File: config.mk
export PLATFORM = sky130hd
export DESIGN_NAME = adrv9001_enable_seq
export DESIGN_NICKNAME = d
export VERILOG_FILES = /design/src/rtl/adrv9001_pkg.sv /design/src/rtl/adrv9001_delay_cnt.sv /design/src/rtl/adrv9001_enable_seq.sv
export SDC_FILE = /design/constraint.sdc
export NUM_CORES = 1
export LEC_CHECK = 0
export BUFFER_PORTS_ARGS = -buffer_cell sky130_fd_sc_hd__buf_4
export CORE_MARGIN = 2
export CORE_UTILIZATION = 51
export DETAILED_ROUTE_END_ITERATION = 8
export HOLD_SLACK_MARGIN = 0.12
export MAX_ROUTING_LAYER = met4
export PLACE_DENSITY = 0.95
export SYNTH_ARGS = -nofsm -noshare
export SYNTH_HDL_FRONTEND = slang
export SYNTH_SLANG_ARGS = --single-unit
File: constraint.sdc
create_clock -name clk -period 5.75 [get_ports clk]
set_clock_uncertainty 0.2 [all_clocks]
set_input_delay 0.2875 -clock clk [delete_from_list [all_inputs] [get_ports clk]]
set_output_delay 0.2875 -clock clk [all_outputs]
set_load 0.02 [all_outputs]
File: src/rtl/adrv9001_pkg.sv
// adrv9001_pkg
//   Shared definitions for the ADRV9001 channel enable sequencer:
//   sequencer state encodings (also exported on seq_state) and the
//   default delay-counter width.
package adrv9001_pkg;

   localparam int DEF_CNT_WIDTH = 16;

   typedef enum logic [1:0] {
      SEQ_IDLE     = 2'd0,
      SEQ_ASSERT   = 2'd1,
      SEQ_ACTIVE   = 2'd2,
      SEQ_DEASSERT = 2'd3
   } seq_state_t;

endpackage

File: src/rtl/adrv9001_delay_cnt.sv
// adrv9001_delay_cnt
//   Loadable down-counter used to time the enable/disable delays.
//   Load has priority over decrement; the count stops at zero (no wrap).
// Ports
//   clk       in   1          clock
//   rst       in   1          asynchronous, active-high reset (count -> 0)
//   load      in   1          load load_val
//   dec       in   1          decrement (ignored when already zero)
//   load_val  in   CNT_WIDTH  value loaded on load
//   zero      out  1          count is zero
module adrv9001_delay_cnt
   import adrv9001_pkg::*;
#(
   parameter int CNT_WIDTH = DEF_CNT_WIDTH
) (
   input  logic                 clk,
   input  logic                 rst,
   input  logic                 load,
   input  logic                 dec,
   input  logic [CNT_WIDTH-1:0] load_val,
   output logic                 zero
);

   localparam logic [CNT_WIDTH-1:0] CNT_ONE = {{(CNT_WIDTH-1){1'b0}}, 1'b1};

   logic [CNT_WIDTH-1:0] count;

   always_ff @(posedge clk or posedge rst) begin
      if (rst)                count <= '0;
      else if (load)          count <= load_val;
      else if (dec && !zero)  count <= count - CNT_ONE;
   end

   assign zero = (count == '0);

endmodule

File: src/rtl/adrv9001_enable_seq.sv
// adrv9001_enable_seq
//   Per-channel enable sequencer for one ADRV9001 TX/RX channel. Picks the
//   enable request from software (ps_enable, synchronised) or fabric
//   (pl_enable, already in clk domain), drives the transceiver enable pin and
//   gates the datapath with programmable enable/disable delays.
// Configuration
//   ADRV9001_ENABLE_SEQ_STATS_EN : build the ACTIVE-cycle / burst statistics.
//                                  Undefined -> stats outputs tied to 0.
// Ports
//   clk            in   1          channel datapath clock
//   rst            in   1          asynchronous, active-high reset
//   enable_mode    in   1          0 = ps_enable, 1 = pl_enable (AXI domain)
//   ps_enable      in   1          software enable request (AXI domain)
//   pl_enable      in   1          fabric enable request (clk domain)
//   enable_delay   in   CNT_WIDTH  ch_enable rise -> data_enable rise, minus 1
//   disable_delay  in   CNT_WIDTH  data_enable fall -> ch_enable fall, minus 1
//   ch_enable      out  1          enable pin to ADRV9001
//   data_enable    out  1          datapath valid gate
//   busy           out  1          sequencer not idle
//   seq_state      out  2          current state encoding
//   active_cycles  out  32         cycles spent in ACTIVE (saturating)
//   burst_count    out  16         completed ACTIVE bursts (wrapping)
module adrv9001_enable_seq
   import adrv9001_pkg::*;
#(
   parameter int CNT_WIDTH   = DEF_CNT_WIDTH,
   parameter int SYNC_STAGES = 2
) (
   input  logic                 clk,
   input  logic                 rst,
   input  logic                 enable_mode,
   input  logic                 ps_enable,
   input  logic                 pl_enable,
   input  logic [CNT_WIDTH-1:0] enable_delay,
   input  logic [CNT_WIDTH-1:0] disable_delay,
   output logic                 ch_enable,
   output logic                 data_enable,
   output logic                 busy,
   output logic [1:0]           seq_state,
   output logic [31:0]          active_cycles,
   output logic [15:0]          burst_count
);

   // Per-bit synchroniser chains: bit 0 = ps_enable, bit 1 = enable_mode.
   logic [1:0]                  async_in;
   logic [1:0][SYNC_STAGES-1:0] sync_q;

   assign async_in = {enable_mode, ps_enable};

   always_ff @(posedge clk or posedge rst) begin
      if (rst) begin
         sync_q <= '0;
      end else begin
         for (int b = 0; b < 2; b++)
            sync_q[b] <= {sync_q[b][SYNC_STAGES-2:0], async_in[b]};
      end
   end

   logic req;
   assign req = sync_q[1][SYNC_STAGES-1] ? pl_enable : sync_q[0][SYNC_STAGES-1];

   seq_state_t           state, nxt;
   logic                 cnt_load, cnt_dec, cnt_zero;
   logic [CNT_WIDTH-1:0] cnt_val;

   adrv9001_delay_cnt #(.CNT_WIDTH(CNT_WIDTH)) u_delay_cnt (
      .clk      (clk),
      .rst      (rst),
      .load     (cnt_load),
      .dec      (cnt_dec),
      .load_val (cnt_val),
      .zero     (cnt_zero)
   );

   // Transition and counter control. A dropped request during ASSERT aborts
   // straight into DEASSERT, so data_enable never rises for that sequence.
   // DEASSERT ignores req; it always finishes through one IDLE cycle.
   always_comb begin
      nxt      = state;
      cnt_load = 1'b0;
      cnt_dec  = 1'b0;
      cnt_val  = enable_delay;
      case (state)
         SEQ_IDLE: begin
            if (req) begin
               nxt      = SEQ_ASSERT;
               cnt_load = 1'b1;
            end
         end
         SEQ_ASSERT: begin
            if (!req) begin
               nxt      = SEQ_DEASSERT;
               cnt_load = 1'b1;
               cnt_val  = disable_delay;
            end else if (cnt_zero) begin
               nxt = SEQ_ACTIVE;
            end else begin
               cnt_dec = 1'b1;
            end
         end
         SEQ_ACTIVE: begin
            if (!req) begin
               nxt      = SEQ_DEASSERT;
               cnt_load = 1'b1;
               cnt_val  = disable_delay;
            end
         end
         SEQ_DEASSERT: begin
            if (cnt_zero) nxt = SEQ_IDLE;
            else          cnt_dec = 1'b1;
         end
         default: nxt = SEQ_IDLE;
      endcase
   end

   // Outputs decoded from the next state so they line up with the state reg.
   always_ff @(posedge clk or posedge rst) begin
      if (rst) begin
         state       <= SEQ_IDLE;
         ch_enable   <= 1'b0;
         data_enable <= 1'b0;
         busy        <= 1'b0;
         seq_state   <= 2'd0;
      end else begin
         state       <= nxt;
         ch_enable   <= (nxt != SEQ_IDLE);
         data_enable <= (nxt == SEQ_ACTIVE);
         busy        <= (nxt != SEQ_IDLE);
         seq_state   <= nxt;
      end
   end

`ifdef ADRV9001_ENABLE_SEQ_STATS_EN
   always_ff @(posedge clk or posedge rst) begin
      if (rst) begin
         active_cycles <= '0;
         burst_count   <= '0;
      end else begin
         if (state == SEQ_ACTIVE && active_cycles != 32'hFFFF_FFFF)
            active_cycles <= active_cycles + 32'd1;
         if (state == SEQ_ACTIVE && nxt == SEQ_DEASSERT)
            burst_count <= burst_count + 16'd1;
      end
   end
`else
   assign active_cycles = '0;
   assign burst_count   = '0;
`endif

endmodule

[After elaboration in Yosys (flattened, before gate mapping)]
Cells that the tools add are included.
W data, S select, Z words.
Storage, ports and cells
  input bits: 37
  word-level logic and storage cells: 35
  register bits: 24
  output and inout port bits: 53
Cells by class
  muxes and demuxes: 17
  reductions and logical operators: 7
  equal/unequal tests: 4
  $add $sub $neg: 1
Operators by type and width (number)
  $mux W16: 4
  $logic_not A16 Y1: 1
  $sub A16 B1 Y16 const B: 1
  $mux W2: 5
  $pmux W2 S4: 1
  $eq A2 B2 Y1 const B: 3
  $mux W1: 5
  $pmux W1 S2: 2
  $reduce_bool A2 Y1: 2
  $eq A2 B1 Y1 const B: 1
  $logic_not A2 Y1: 1
  $reduce_or A2 Y1: 1
  $logic_and A1 B1 Y1: 1
  $logic_not A1 Y1: 1

[Depth between registers and ports, before layout]
  depth in word-level cells: 7
  gate-level depth with buffers: 8
  mapped depth without buffers: 7

[Cells and area by module]
A second synthesis with hierarchy kept.
Unflattened totals
  cells, all modules: 218
  area total of the unflattened synthesis: 2000.7 sq um
By module, submodules not included
  adrv9001_enable_seq: instances 1, area an instance 1007.2 sq um, sequential area each 200.2 sq um, cells each 103
  adrv9001_delay_cnt: instances 1, area an instance 993.5 sq um, sequential area each 400.4 sq um, cells each 115

[Worst setup path after synthesis]
OpenSTA, ideal clock, no wires.
  kind: flip-flop to flip-flop
  from: register u_delay_cnt.count[0]
  to: register busy
  required time: 5.430 ns
  library setup time: 0.120 ns
  data arrival time: 1.954 ns
  period minus slack after synthesis: 2.274 ns
  stages on the path, launching flop included: 8
  setup slack: 3.476 ns
  cell sequence: dfrtp_1 > inv_1 > ha_1 > or4b_1 > nor4_4 > o21ai_1 > a221o_1 > nand2b_4
Between the ends
  longest elaborated chain between the ends: 5
  elaborated cells between the ends (all ways): 6
RTL lines
  start: declaration: line adrv9001_delay_cnt.sv:26  | logic [CNT_WIDTH-1:0] count;
  start signal: assignment: line adrv9001_delay_cnt.sv:30  | else if (load) count <= load_val;
  start signal: assignment: line adrv9001_delay_cnt.sv:31  | else if (dec && !zero) count <= count - CNT_ONE;
  $logic_not A16 Y1 *: line adrv9001_delay_cnt.sv:34  | assign zero = (count == '0);
  $mux W2: line adrv9001_enable_seq.sv:95  | end else if (cnt_zero) begin
  $mux W2: line adrv9001_enable_seq.sv:91  | if (!req) begin
  $pmux W2 S4 *: line adrv9001_enable_seq.sv:83  | case (state)
  via nxt[0]: line adrv9001_enable_seq.sv:62  | seq_state_t state, nxt;
  $reduce_bool A2 Y1 *: line adrv9001_enable_seq.sv:128  | busy <= (nxt != SEQ_IDLE);
  end signal: assignment: line adrv9001_enable_seq.sv:128
  end: declaration: line adrv9001_enable_seq.sv:38  | output logic busy,
The timed path passes the listed nets; every way through them passes the cells marked *.
A chain may end at the register's enable or synchronous reset.

[Worst setup path in the final report]
  from: register sync_q[3] (netlist name)
  to: register u_delay_cnt.count[8]
Between the ends
  longest elaborated chain between the ends: 5
  elaborated cells between the ends (all ways): 11
RTL lines
  start: declaration: line adrv9001_enable_seq.sv:46  | logic [1:0][SYNC_STAGES-1:0] sync_q;
  start signal: indexed assignment: line adrv9001_enable_seq.sv:55  | sync_q[b] <= {sync_q[b][SYNC_STAGES-2:0], async_in[b]};
  $mux W1 *: line adrv9001_enable_seq.sv:60  | assign req = sync_q[1][SYNC_STAGES-1] ? pl_enable : sync_q[0][SYNC_STAGES-1];
  $mux W1: line adrv9001_enable_seq.sv:91
  $pmux W1 S2: line adrv9001_enable_seq.sv:83
  $logic_and A1 B1 Y1: line adrv9001_delay_cnt.sv:31
  $reduce_bool A2 Y1 (no line)
Every way passes the cells marked *; elsewhere a longest branch is shown, timed or not.

==> flow_metrics.py <==
metrics = {
    "global_routing": {
        "grt_first_pass_wirelength_um": 7258,
        "grt_overflow": 0,
        "grt_pass1_vias": 1549,
        "grt_max_degree": 25,
        "antenna_found_initial": 0,
        "track_usage_pct": 22.30,
    },
    "worst_setup_path": {
        "cp-end-kind": "flip-flop",
        "start_kind": "flip-flop",
        "path_max_fanout": 12,
        "crit_type": "flip-flop to flip-flop",
        "critPathArrivalTime_ns": 2.67,
        "r2r_end": "u_delay_cnt.count[8]$_DFFE_PP0P_",
        "reg2reg_depth": 5,
        "required_ns": 5.74,
        "ff2ff_setup_slack_ns": 3.06,
        "crit_path_start": "sync_q[3]$_DFF_PP0_",
        "r2r-start": "sync_q[3]$_DFF_PP0_",
    },
    "logic_synthesis": {
        "muxShareOfSynthArea_pct": 2.893,
        "ys_seq_area_share_pct": 30.19,
        "synth_ff_type": "dfrtp_1",
        "syn_area_per_cell_um2": 8.803,
        "synth_compound_gate_area_share_pct": 21.19,
        "synth_edf_count": 0,
        "yosysTopAreaCell": "dfrtp_1",
        "netlist_top_cells_area": "dfrtp_1 30%, buf_4 18%, ha_1 4.4%",
        "synth_top_family_by_area": "compound AO/OA/AOI/OAI gates",
        "synth.top_cell.area_share_pct": 30.19,
        "ys_seq_elements": 24,
        "synthSimpleGateAreaFrac_pct": 17.86,
        "synth_fa_ha_area_share_pct": 4.403,
        "synth_xor_area_share_pct": 2.642,
        "synth_cell_types": 52,
        "ys_top_cells_by_count": "49 x buf_4, 24 x dfrtp_1, 15 x nor2_1",
        "ys.warnings.count": 0,
        "yosysMostFrequentCell": "buf_4",
        "synth-async-reset-ratio_pct": 100.0,
        "syn_inst": 226,
        "netlist_area_mm2": 0.001989,
    },
    "die": {
        "die_y_um": 66.46,
        "fp.dieW_um": 66.46,
        "dieArea_mm2": 0.004416,
        "io-pin-count": 90,
        "core-area_mm2": 0.003716,
        "fp-row-count": 22,
        "start_util_pct": 53.54,
    },
    "drt": {
        "wire_per_inst_um": 14.21,
        "first_pass_iters": 4,
        "num_vias": 1766,
        "drt-total-wl_um": 4632,
        "via_per_inst": 5.417,
        "detail-route-antenna-nets": 0,
        "drc": 0,
        "drtIter0Drc": 126,
    },
    "flow_run": {
        "cap_violations": 0,
    },
    "cts": {
        "cts_setup_buffers": 0,
        "cts_buffers": 3,
        "cts_resized": 0,
        "insertion_delay_ns": 0.27,
        "clockBufferDepth": 2,
        "cts_sinks": 24,
        "cts_tree": "built",
        "hold_buffers": 13,
        "htreeDepth": 1,
        "cts-root-buf": "clkbuf_8",
        "clkTransAtPathRegs_ns": 0.09,
    },
    "final_layout": {
        "nets": 323,
        "final_area_mm2": 0.002335,
        "layout-drive-gt1-share_pct": 21.22,
        "antenna_cells": 0,
        "syn_to_final_growth_pct": 17.36,
        "finalNonFillerCells": 326,
    },
    "timing": {
        "max-slew-margin-rel_pct": 35.74,
        "slew_viol_final": 0,
        "final.min_clock_period_ns": 2.688,
        "hold_viol_final": 0,
        "max_freq_mhz": 372.0,
        "tightest_slew_ns": 0.9628,
        "setup_slack_ns": 3.062,
        "grt_setup_unrepaired": "no",
        "period_share_pct": 46.75,
        "fin_tns_setup_ns": 0,
        "setup_viol": 0,
    },
    "place": {
        "placed_cells": 309,
        "dp_hpwl_um": 3327,
        "dpl_worst_slack_ns": 3.193,
        "gp_congestion": 0.9175,
        "io_buffers": 41,
        "dpl_cell_area_mm2": 0.002150,
    },
    "run_status": {
        "outcome": "finished, final reports clean",
    },
    "min_path": {
        "worstHoldEndpoint": "u_delay_cnt.count[6]$_DFFE_PP0P_",
        "hp-class": "input pin to flip-flop",
        "min-delay-start": "enable_delay[6]",
        "hold_depth": 3,
    },
    "pwr": {
        "peakVddDrop_mv": 0.2584,
        "p_leak_uw": 0.001102,
        "powerDensity_mw_per_mm2": 451.5,
    },
}
[registers in the layout, summed over array words and instances, names as in the netlist]
| signal | flops |
|---|---|
| data_enable | 1 |
| sync_q | 4 |
| u_delay_cnt.count | 16 |
| busy | 1 |
| state | 2 |
[power by group]
| part | internal (uW) | switching [uW] | total [uW] |
|---|---|---|---|
| Clock | 61.3 | 58.3 | 120 |
| Combinational | 269 | 349 | 618 |
| Sequential | 234 | 82.1 | 317 |
| Total | 565 | 489 | 1050 |
[logic make-up after synthesis]
group,count (synthesis)
adders and majority gates,7
xor gates and xnor gates,6
DFF,24
buffers and inverters,60
other,1
AOI/OAI and AO/OA,59
muxes,5
and+or+nand+nor,64
[per-stage QoR]
step | util (%) | hold WS [ns] | power, uW
6_report | 62.83 | 0.1210 | 1054
5_1_grt | 62.83 | 0.1423 | 1134
4_1_cts | 62.83 | 0.1264 | 1046
3_5_place_dp | 57.85 | 0.1386 | 906.0
3_3_place_gp | 57.85 | 0.1330 | 888.8
2_1_floorplan | - | 0.1021 | 787.2
[critical path, stage by stage, from the launching register on]
cell	delay (ns)
dfrtp_1	0.38
mux2i_1	0.64
and2_1	0.55
a22oi_1	0.16
dlygate4sd3_1	0.58
o21ai_0	0.09
[how the worst max path moves through the flow]
stage | end | cells after the start
2_1_floorplan | busy$_DFF_PP0_ | 7
3_3_place_gp | u_delay_cnt.count[2]$_DFFE_PP0P_ | 4
3_5_place_dp | u_delay_cnt.count[13]$_DFFE_PP0P_ | 5
4_1_cts | u_delay_cnt.count[8]$_DFFE_PP0P_ | 5
5_1_grt | u_delay_cnt.count[4]$_DFFE_PP0P_ | 5
6_report | u_delay_cnt.count[8]$_DFFE_PP0P_ | 5
[per-layer routing]
| layer | GRT usage [%] | share of wire (%) | up-vias |
|---|---|---|---|
| li1 | - | - | 826 |
| met1 | 28.66 | 42 | 834 |
| met2 | 35.63 | 49 | 98 |
| met3 | 4.899 | 7.9 | 8 |
| met4 | 6.122 | 1.0 | 0 |
| met5 | - | 0 | - |
[cells in the final DEF (no fill, tap or decap), types with 2 or more instances in the layout]
cell | synthesis | routed
and2_1 | 4 | 4
nor3_1 | 9 | 9
a22oi_1 | 7 | 7
nand3_1 | 5 | 5
a21oi_1 | 10 | 10
dfrtp_1 | 24 | 24
xnor2_1 | 4 | 4
mux2i_1 | 2 | 2
mux2_2 | 2 | 2
o21ai_2 | 2 | 2
xor2_1 | 2 | 2
nand4_1 | 7 | 7
nor2_1 | 15 | 15
nor4_1 | 2 | 2
or4_4 | 3 | 3
clkbuf_8 | 0 | 4
a31oi_1 | 4 | 4
conb_1 | 1 | 48
a21o_1 | 2 | 2
a21boi_0 | 4 | 4
o21ai_0 | 8 | 8
dlygate4sd3_1 | 0 | 13
buf_4 | 49 | 41
inv_1 | 7 | 7
nand2_1 | 13 | 13
ha_1 | 7 | 7
a2bb2oi_1 | 4 | 4
[layout make-up]
type	count	area [um^2]
well taps	48	60.06
inverters	7	26.28
fillers	336	1381
clock buffers	4	55.05
flip-flops and latches	24	600.6
multi-input cells	189	1155
repair buffers	54	437.9
Note: power is estimated with default switching activity, not from simulation.
